**src/rtl/traffic_light_monitor.sv**
```systemverilog
// Passive monitor for the intersection light buses: decodes and times phases, flags errors.
// Optional MONITOR_LOG_EN: simulation-only logging of phase entries and new errors.
module traffic_light_monitor #(
  parameter int unsigned MIN_YELLOW = 4,
  parameter int unsigned MAX_GREEN  = 64,
  parameter int unsigned CNT_W      = 8
) (
  input  logic             clk,
  input  logic             rst_n,
  input  logic [2:0]       first_carsLights,
  input  logic [2:0]       second_carsLights,
  input  logic [1:0]       first_pedestrianLights,
  input  logic [1:0]       second_pedestrianLights,
  input  logic             clear_errors,
  output logic [2:0]       phase,
  output logic             phase_change,
  output logic [CNT_W-1:0] phase_cycles,
  output logic [15:0]      full_cycles,
  output logic             err_encoding,
  output logic             err_conflict,
  output logic             err_sequence,
  output logic             err_timing,
  output logic             err_any
);

  localparam int unsigned ERR_W   = 4;
  localparam int unsigned FULL_W  = 16;
  localparam int unsigned E_ENC   = 0;
  localparam int unsigned E_CONF  = 1;
  localparam int unsigned E_SEQ   = 2;
  localparam int unsigned E_TIM   = 3;

  localparam logic [2:0] CAR_G    = 3'b001;
  localparam logic [2:0] CAR_Y    = 3'b010;
  localparam logic [2:0] CAR_R    = 3'b100;
  localparam logic [1:0] PED_WALK = 2'b10;
  localparam logic [1:0] PED_DONT = 2'b01;

  typedef enum logic [2:0] {
    PH_SYNC = 3'd0,
    PH_G1   = 3'd1,
    PH_Y1   = 3'd2,
    PH_G2   = 3'd3,
    PH_Y2   = 3'd4
  } phase_e;

  logic [2:0]        car1_q, car2_q;
  logic [1:0]        ped1_q, ped2_q;
  logic              smp_vld_q;

  phase_e            phase_q, phase_d;
  logic              chg_q, chg_d;
  logic [CNT_W-1:0]  cyc_q, cyc_d, cyc_inc;
  logic [FULL_W-1:0] full_q, full_d;
  logic [ERR_W-1:0]  err_q, err_d, err_set;
  logic              any_q;

  phase_e            pat;
  logic              pat_vld;

  function automatic phase_e next_phase(input phase_e p);
    case (p)
      PH_G1:   return PH_Y1;
      PH_Y1:   return PH_G2;
      PH_G2:   return PH_Y2;
      PH_Y2:   return PH_G1;
      default: return PH_SYNC;
    endcase
  endfunction

  function automatic logic car_ok(input logic [2:0] c);
    return (c == CAR_G) || (c == CAR_Y) || (c == CAR_R);
  endfunction

  function automatic logic ped_ok(input logic [1:0] p);
    return (p == PED_WALK) || (p == PED_DONT);
  endfunction

  // Pattern decode from the registered bus copy
  always_comb begin
    pat     = PH_SYNC;
    pat_vld = 1'b0;
    if (car2_q == CAR_R && car1_q == CAR_G) begin
      pat = PH_G1; pat_vld = 1'b1;
    end else if (car2_q == CAR_R && car1_q == CAR_Y) begin
      pat = PH_Y1; pat_vld = 1'b1;
    end else if (car1_q == CAR_R && car2_q == CAR_G) begin
      pat = PH_G2; pat_vld = 1'b1;
    end else if (car1_q == CAR_R && car2_q == CAR_Y) begin
      pat = PH_Y2; pat_vld = 1'b1;
    end
  end

  assign cyc_inc = (cyc_q == {CNT_W{1'b1}}) ? cyc_q : cyc_q + CNT_W'(1);

  // Phase tracking, timing and error evaluation
  always_comb begin
    phase_d = phase_q;
    chg_d   = 1'b0;
    cyc_d   = cyc_q;
    full_d  = full_q;
    err_set = '0;

    if (smp_vld_q) begin
      err_set[E_ENC]  = !car_ok(car1_q) || !car_ok(car2_q) ||
                        !ped_ok(ped1_q) || !ped_ok(ped2_q);
      // Each side's pedestrians cross the other side's car lanes
      err_set[E_CONF] = (car1_q != CAR_R && car2_q != CAR_R) ||
                        (ped1_q == PED_WALK && car2_q != CAR_R) ||
                        (ped2_q == PED_WALK && car1_q != CAR_R);

      if (phase_q == PH_SYNC) begin
        if (pat_vld) begin
          phase_d = pat;
          chg_d   = 1'b1;
          cyc_d   = CNT_W'(1);
        end
      end else if (!pat_vld || pat == phase_q) begin
        cyc_d = cyc_inc;
        if ((phase_q == PH_G1 || phase_q == PH_G2) && cyc_inc != cyc_q &&
            32'(cyc_inc) == MAX_GREEN + 1)
          err_set[E_TIM] = 1'b1;
      end else begin
        if ((phase_q == PH_Y1 || phase_q == PH_Y2) && 32'(cyc_q) < MIN_YELLOW)
          err_set[E_TIM] = 1'b1;
        if (pat == next_phase(phase_q)) begin
          chg_d = 1'b1;
          if (phase_q == PH_Y2)
            full_d = full_q + FULL_W'(1);
        end else begin
          err_set[E_SEQ] = 1'b1;
        end
        phase_d = pat;
        cyc_d   = CNT_W'(1);
      end
    end

    err_d = clear_errors ? '0 : (err_q | err_set);
  end

  always_ff @(posedge clk or negedge rst_n) begin
    if (!rst_n) begin
      car1_q    <= '0;
      car2_q    <= '0;
      ped1_q    <= '0;
      ped2_q    <= '0;
      smp_vld_q <= 1'b0;
      phase_q   <= PH_SYNC;
      chg_q     <= 1'b0;
      cyc_q     <= '0;
      full_q    <= '0;
      err_q     <= '0;
      any_q     <= 1'b0;
    end else begin
      car1_q    <= first_carsLights;
      car2_q    <= second_carsLights;
      ped1_q    <= first_pedestrianLights;
      ped2_q    <= second_pedestrianLights;
      smp_vld_q <= 1'b1;
      phase_q   <= phase_d;
      chg_q     <= chg_d;
      cyc_q     <= cyc_d;
      full_q    <= full_d;
      err_q     <= err_d;
      any_q     <= |err_d;
    end
  end

  assign phase        = phase_q;
  assign phase_change = chg_q;
  assign phase_cycles = cyc_q;
  assign full_cycles  = full_q;
  assign err_encoding = err_q[E_ENC];
  assign err_conflict = err_q[E_CONF];
  assign err_sequence = err_q[E_SEQ];
  assign err_timing   = err_q[E_TIM];
  assign err_any      = any_q;

`ifdef MONITOR_LOG_EN
  always @(posedge clk) begin
    if (rst_n && (chg_d || |(err_d & ~err_q)))
      $display("%0t phase=%0d cycles=%0d err=%b", $time, phase_d, cyc_d, err_d);
  end
`endif

endmodule
```
**config.mk**
```make
export PLATFORM = sky130hd
export DESIGN_NAME = traffic_light_monitor
export DESIGN_NICKNAME = d
export VERILOG_FILES = /design/src/rtl/traffic_light_monitor.sv
export SDC_FILE = /design/constraint.sdc
export NUM_CORES = 1
export LEC_CHECK = 0
export BUFFER_PORTS_ARGS = -buffer_cell sky130_fd_sc_hd__clkbuf_2
export CORE_MARGIN = 1
export CORE_UTILIZATION = 35
export CTS_CLUSTER_DIAMETER = 80
export DETAILED_ROUTE_END_ITERATION = 8
export PLACE_DENSITY = 0.66
export SLEW_MARGIN = 20
export SYNTH_ARGS = -nofsm -noshare
export SYNTH_HDL_FRONTEND = slang
export SYNTH_SLANG_ARGS = --single-unit
```
**constraint.sdc**
```tcl
create_clock -name clk -period 2.5 [get_ports clk]
set_input_delay 0.375 -clock clk [delete_from_list [all_inputs] [get_ports clk]]
set_output_delay 0.375 -clock clk [all_outputs]
set_load 0.03 [all_outputs]
```
# ---- Word level (Yosys, flattened, before mapping)
# Index checks and enable logic that the tools add are counted.
# W data, S select, Z words.
dict set report word_totals {
  elab_cells 106
  regBits 44
  inputBits 13
}
dict set report op_classes {
  muxes 32
  n_eq_ne 23
  reduce_logical 34
  add_sub_neg 2
  magnitude_cmp 1
  bitwise 3
}
# op count
set op_table {}
lappend op_table {{$mux W8} 4}
lappend op_table {{$mux W3} 10}
lappend op_table {{$add A16 B1 Y16 const B} 1}
lappend op_table {{$logic_or A1 B1 Y1} 14}
lappend op_table {{$mux W1} 14}
lappend op_table {{$eq A3 B2 Y1 const B} 4}
lappend op_table {{$pmux W3 S4} 1}
lappend op_table {{$logic_and A1 B1 Y1} 10}
lappend op_table {{$eq A3 B1 Y1 const B} 3}
lappend op_table {{$eq A3 B3 Y1 const B} 3}
lappend op_table {{$add A8 B1 Y8 const B} 1}
lappend op_table {{$eq A8 B7 Y1 const B} 1}
lappend op_table {{$eq A8 B8 Y1 const B} 1}
lappend op_table {{$lt A8 B3 Y1 const B} 1}
lappend op_table {{$mux W4} 2}
lappend op_table {{$ne A8 B8 Y1} 1}
lappend op_table {{$eq A3 B3 Y1} 2}
lappend op_table {{$ne A3 B3 Y1 const B} 2}
lappend op_table {{$logic_not A1 Y1} 5}
lappend op_table {{$reduce_and A5 Y1} 1}
lappend op_table {{$eq A2 B1 Y1 const B} 2}
lappend op_table {{$eq A2 B2 Y1 const B} 2}
lappend op_table {{$ne A2 B2 Y1 const B} 2}
lappend op_table {{$or A4 B4 Y4} 1}
lappend op_table {{6 further kinds} 7}

# ---- Longest topological paths before layout
dict set report logic_depth {
  word_depth 19
  ltp_mapped 9
  depth_no_buf 8
}

# ---- Least setup slack after synthesis
# OpenSTA, ideal clock, no wires.
dict set report synth_path {
  kind {register -> register}
  startpoint {register cyc_q[0] (netlist: phase_cycles[0])}
  endpoint {register any_q (netlist: err_any)}
  arrival_time_ns 2.051
  path_buffers 0
  stages_incl_launch_ff 9
  period_less_slack_ns 2.122
  required_ns 2.429
  slack_ns 0.378
  cell_sequence {dfrtp_1 ha_1 nand4_1 or3_1 a21oi_1 a31oi_1 o311ai_0 o21ai_1 nand4_1}
}
dict set report synth_via {
  elab_chain_len 12
}
# item line
set synth_rtl {}
lappend synth_rtl {{from (decl)} 53} ;# logic [CNT_W-1:0] cyc_q, cyc_d, cyc_inc;
lappend synth_rtl {{from (signal assigned)} 162} ;# cyc_q <= cyc_d;
lappend synth_rtl {{$add A8 B1 Y8 / $eq A8 B8 Y1 (equally long branches)} 94} ;# assign cyc_inc = (cyc_q == {CNT_W{1'b1}}) ? cyc_q : cyc_q + CNT_W'(1);
lappend synth_rtl {{$mux W8} 94}
lappend synth_rtl {{$ne A8 B8 Y1} 120} ;# if ((phase_q == PH_G1 || phase_q == PH_G2) && cyc_inc != cyc_q &&
lappend synth_rtl {{$logic_and A1 B1 Y1 (2 in series)} 120}
lappend synth_rtl {{$mux W1} 120}
lappend synth_rtl {{$mux W1 (*)} 118} ;# end else if (!pat_vld || pat == phase_q) begin
lappend synth_rtl {{$mux W2 (*)} 112} ;# if (phase_q == PH_SYNC) begin
lappend synth_rtl {{$mux W4 (*)} 104} ;# if (smp_vld_q) begin
lappend synth_rtl {{$or A4 B4 Y4 (*)} 138} ;# err_d = clear_errors ? '0 : (err_q | err_set);
lappend synth_rtl {{$mux W4 (*)} 138}
lappend synth_rtl {{$reduce_or A4 Y1 (*)} 165} ;# any_q <= |err_d;
lappend synth_rtl {{to (signal assigned)} 165}
lappend synth_rtl {{to (decl)} 56} ;# logic any_q;
# Mark *: on every way between the ends. The rest lies on a longest branch, timed or not.
# A chain may end at the register's enable or synchronous reset.

# ---- Worst setup path in the final report
dict set report layout_path {
  startpoint {register car1_q[0]}
  endpoint {register cyc_q[3] (netlist: phase_cycles[3])}
}
dict set report layout_via {
  elab_chain_len 10
}
# item line
set layout_rtl {}
lappend layout_rtl {{from (decl)} 47} ;# logic [2:0] car1_q, car2_q;
lappend layout_rtl {{from (signal assigned)} 155} ;# car1_q <= first_carsLights;
lappend layout_rtl {{$eq A3 B3 Y1} {87, 89}}
lappend layout_rtl {{$logic_and A1 B1 Y1} 89} ;# end else if (car1_q == CAR_R && car2_q == CAR_Y) begin
lappend layout_rtl {{$mux W3 / $mux W1 (equally long branches)} 89}
lappend layout_rtl {{$mux W3 / $mux W1 (equally long branches)} 87} ;# end else if (car1_q == CAR_R && car2_q == CAR_G) begin
lappend layout_rtl {{$mux W3 / $mux W1 (equally long branches)} 85} ;# end else if (car2_q == CAR_R && car1_q == CAR_Y) begin
lappend layout_rtl {{$mux W3 / $mux W1 (equally long branches)} 83} ;# if (car2_q == CAR_R && car1_q == CAR_G) begin
lappend layout_rtl {{$eq A3 B3 Y1 / $logic_not A1 Y1 (equally long branches)} 118}
lappend layout_rtl {{$logic_or A1 B1 Y1} 118}
lappend layout_rtl {{$mux W8} 118}
lappend layout_rtl {{$mux W8} 112}
# Parallel ways exist; a longest one is shown, timed or not.

==> flow_summary.yaml <==
sta:
  maxSlewViolCount: 0
  rsz0062_at_grt: "no"
  fin_ws_ps: 233.4
  setup_viol: 0
  fin_setup_tns_ps: 0
  clock.fmax_ghz: 0.4412
  slew_headroom_pct: 38.72
  hold_viol: 0
  period_share_pct: 90.66
  worstMarginPinSlew_ps: 919.2
  fin_crit_ps: 2267
  clock-skew-final_ps: 10.04
synth:
  synth_seq_cells: 44
  synth_top_area_cell: "dfrtp_1"
  synth-simple-area-share_pct: 20.09
  synth_cell_types: 53
  synth_fp_nets: 245
  synth_ff_type: "dfrtp_1"
  synth_top_family_by_area: "simple AND/OR/NAND/NOR gates"
  syn-cell-area_um2: 2305
  muxShareOfSynthArea_pct: 1.357
  synth-seq-area-share_pct: 47.77
  syn_avg_cell_area_um2: 10.11
  netlist.area_leader.share_pct: 47.77
  synth_edf_count: 0
  async_reset_ff_share_pct: 100.0
  synthAdderAreaFrac_pct: 2.172
  synth-compound-area-share_pct: 16.56
  synth_warnings: 0
  ys_top_cells_by_area: "dfrtp_1 (48%), xnor2_1 (5.3%), a21oi_1 (3.5%)"
  synth_cells: 228
  yosys.area_share.xor_xnor_pct: 8.686
clocking:
  clock_path_buffers: 2
  cts_hold_buf: 0
  clock_sinks: 44
  cts_tree: "built"
  cts_setup_buffers: 0
  clk_pin_slew_ps: 90
  clkLatencyLatePin_ps: 300
  cts-root-buf: "clkbuf_8"
  h-tree-depth: 2
  cts_buffers: 5
  cts_resized: 0
floorplanning:
  die_y_um: 83.15
  die-area_um2: 6913
  initial_core_util_pct: 36.30
  core_area_um2: 6350
  rows: 29
  die_w_um: 83.15
  ioPinCount: 46
power:
  leakagePower_nw: 1.235
  design_power_total_w: 0.001663
  pwr_density_cell_nw_per_um2: 613.8
  peakVddDrop_mv: 0.2755
critical_path:
  r2r-start: "car1_q[0]$_DFF_PN0_"
  criticalPathCategory: "register to register"
  r2r_cells: 7
  critPathLaunchType: "register"
  cp_max_fo: 7
  endpoint_kind: "register"
  crit_family: "simple AND/OR/NAND/NOR gates"
  cp_slowest_cell: "or4_4"
  required_ps: 2740
  cp_num_buf_inv: 0
  crit_path_max_incr_delay_ps: 510
  worstSetupStartpoint: "car1_q[0]$_DFF_PN0_"
  worst_ep_arrival_time_ps: 2510
  r2r_slack_ps: 230
  reg2reg_to: "phase_cycles[3]$_DFFE_PN0P_"
  path_cells: "nand2b_1, or4_4, xor2_1, a31oi_4, nor2_2, and3_4, a31o_1"
route:
  wl_um: 4664
  routedWlPerCell_um: 13.36
  first_pass_iters: 4
  vias: 1840
  initialDrtViolationCount: 51
  ant_nets: 0
  drc: 0
  via_per_inst: 5.272
cells_and_area:
  diodes: 0
  drive_gt1_share_pct: 25.74
  fin_nets: 288
  final_util_pct: 42.66
  final_cell_area_um2: 2709
  area_growth_pct: 17.54
placement:
  place_ws_ps: 242.4
  globalplace.congestion: 0.8122
  place_area_um2: 2594
  dp_hpwl_um: 3360
  io_buffers: 45
hold_path:
  hp-start: "second_carsLights[2]"
  min_to: "car2_q[2]$_DFF_PN0_"
  hold_path_class: "input port to register"
  whs_path_depth: 1
grt:
  grt_max_degree: 38
  grt_usage_pct: 14.46
  antenna_found_initial: 0
  overflow: 0
  grt_pass1_vias: 1721
  grt_pass1_wl_um: 8107
job:
  drv_cap: 0
status:
  status: "finished, final reports clean"
## stage by stage
step | hold WS (ps) | instances
final | 179.5 | 349
after global routing | 162.8 | 349
after CTS | 168.9 | 349
after detailed placement | 466.9 | 341
after global placement | 461.6 | 341
after floorplan | 79.41 | 228
## logic make-up after synthesis
group,after synthesis
and+or+nand+nor,81
buffers and inverters,17
AOI/OAI and AO/OA,56
other,1
adders and majority gates,4
DFF,44
muxes,3
xor gates and xnor gates,22
## per-layer routing
metal | wire length, µm | global-route usage (%) | vias to the layer above
li1 | - | - | 914
met1 | 2281 | 20.09 | 871
met2 | 2037 | 21.39 | 47
met3 | 267 | 4.473 | 8
met4 | 78 | 4.859 | 0
met5 | 0 | 0 | -
## worst max path at each step
stage	endpoint	slack (ps)	cells past startpoint
after floorplan	err_any$_DFF_PN0_	380	8
after global placement	full_cycles[15]$_DFFE_PN0P_	270	7
after detailed placement	phase_cycles[3]$_DFFE_PN0P_	240	7
after CTS	full_cycles[13]$_DFFE_PN0P_	220	7
after global routing	err_any$_DFF_PN0_	2	8
final	phase_cycles[3]$_DFFE_PN0P_	230	7
## registers in the layout, indices dropped and copies added (netlist names)
name / count
phase_change: 1
full_cycles: 16
ped2_q: 2
car1_q: 3
smp_vld_q: 1
ped1_q: 2
phase: 3
err_q: 4
car2_q: 3
err_any: 1
phase_cycles: 8
## report_power, final
group / internal [W] / switching [W] / total, W
clock: 0.000301 / 0.000260 / 0.000562
combinational: 0.000111 / 0.000180 / 0.000291
sequential: 0.000747 / 0.0000632 / 0.000811
total: 0.00116 / 0.000503 / 0.00166
## cell usage after synthesis, types with 2 or more instances
| library cell | instances |
|---|---|
| clkbuf_1 | 3 |
| nand2_1 | 17 |
| ha_1 | 4 |
| nand3_1 | 10 |
| and4_1 | 2 |
| nand2b_1 | 5 |
| o21ai_1 | 2 |
| a31oi_1 | 3 |
| a22o_1 | 2 |
| mux2i_1 | 2 |
| nor3_1 | 4 |
| xor2_1 | 7 |
| a211o_1 | 3 |
| inv_1 | 5 |
| o21a_1 | 2 |
| nor2_2 | 3 |
| nor2_1 | 12 |
| buf_2 | 8 |
| and4bb_2 | 3 |
| and3_1 | 5 |
| o21ai_0 | 12 |
| nor4b_1 | 2 |
| dfrtp_1 | 44 |
| xnor2_1 | 14 |
| o31ai_1 | 3 |
| nand4_1 | 7 |
| a211oi_1 | 2 |
| a21oi_1 | 16 |
| or3_1 | 2 |
## layout by cell type (no fill, tap or decap), types with 3 or more instances in the layout
master    instances
a31oi_1           3
and3_1            5
nor3_1            4
clkbuf_2         45
nand4_1           7
ha_1              4
xor2_1            7
inv_1             5
nand2b_1          5
clkbuf_8          5
nor2_2            3
o31ai_1           3
a21oi_1          16
a211o_1           3
nand2_1          17
dfrtp_1          44
xnor2_1          14
buf_4             3
o21ai_0          12
nor2_1           12
and4bb_2          3
nand3_1          10
## final cells by class
class                      count  area (µm²)
sequential                    44        1101
clock buffer                   5       68.82
multi-input combinational    167        1130
tap                           77       96.34
clock inverter                 3       46.29
inverter                       5       18.77
timing repair buffer          48       247.7
fill                         616        3641
Power figures use the tool's default switching activity.
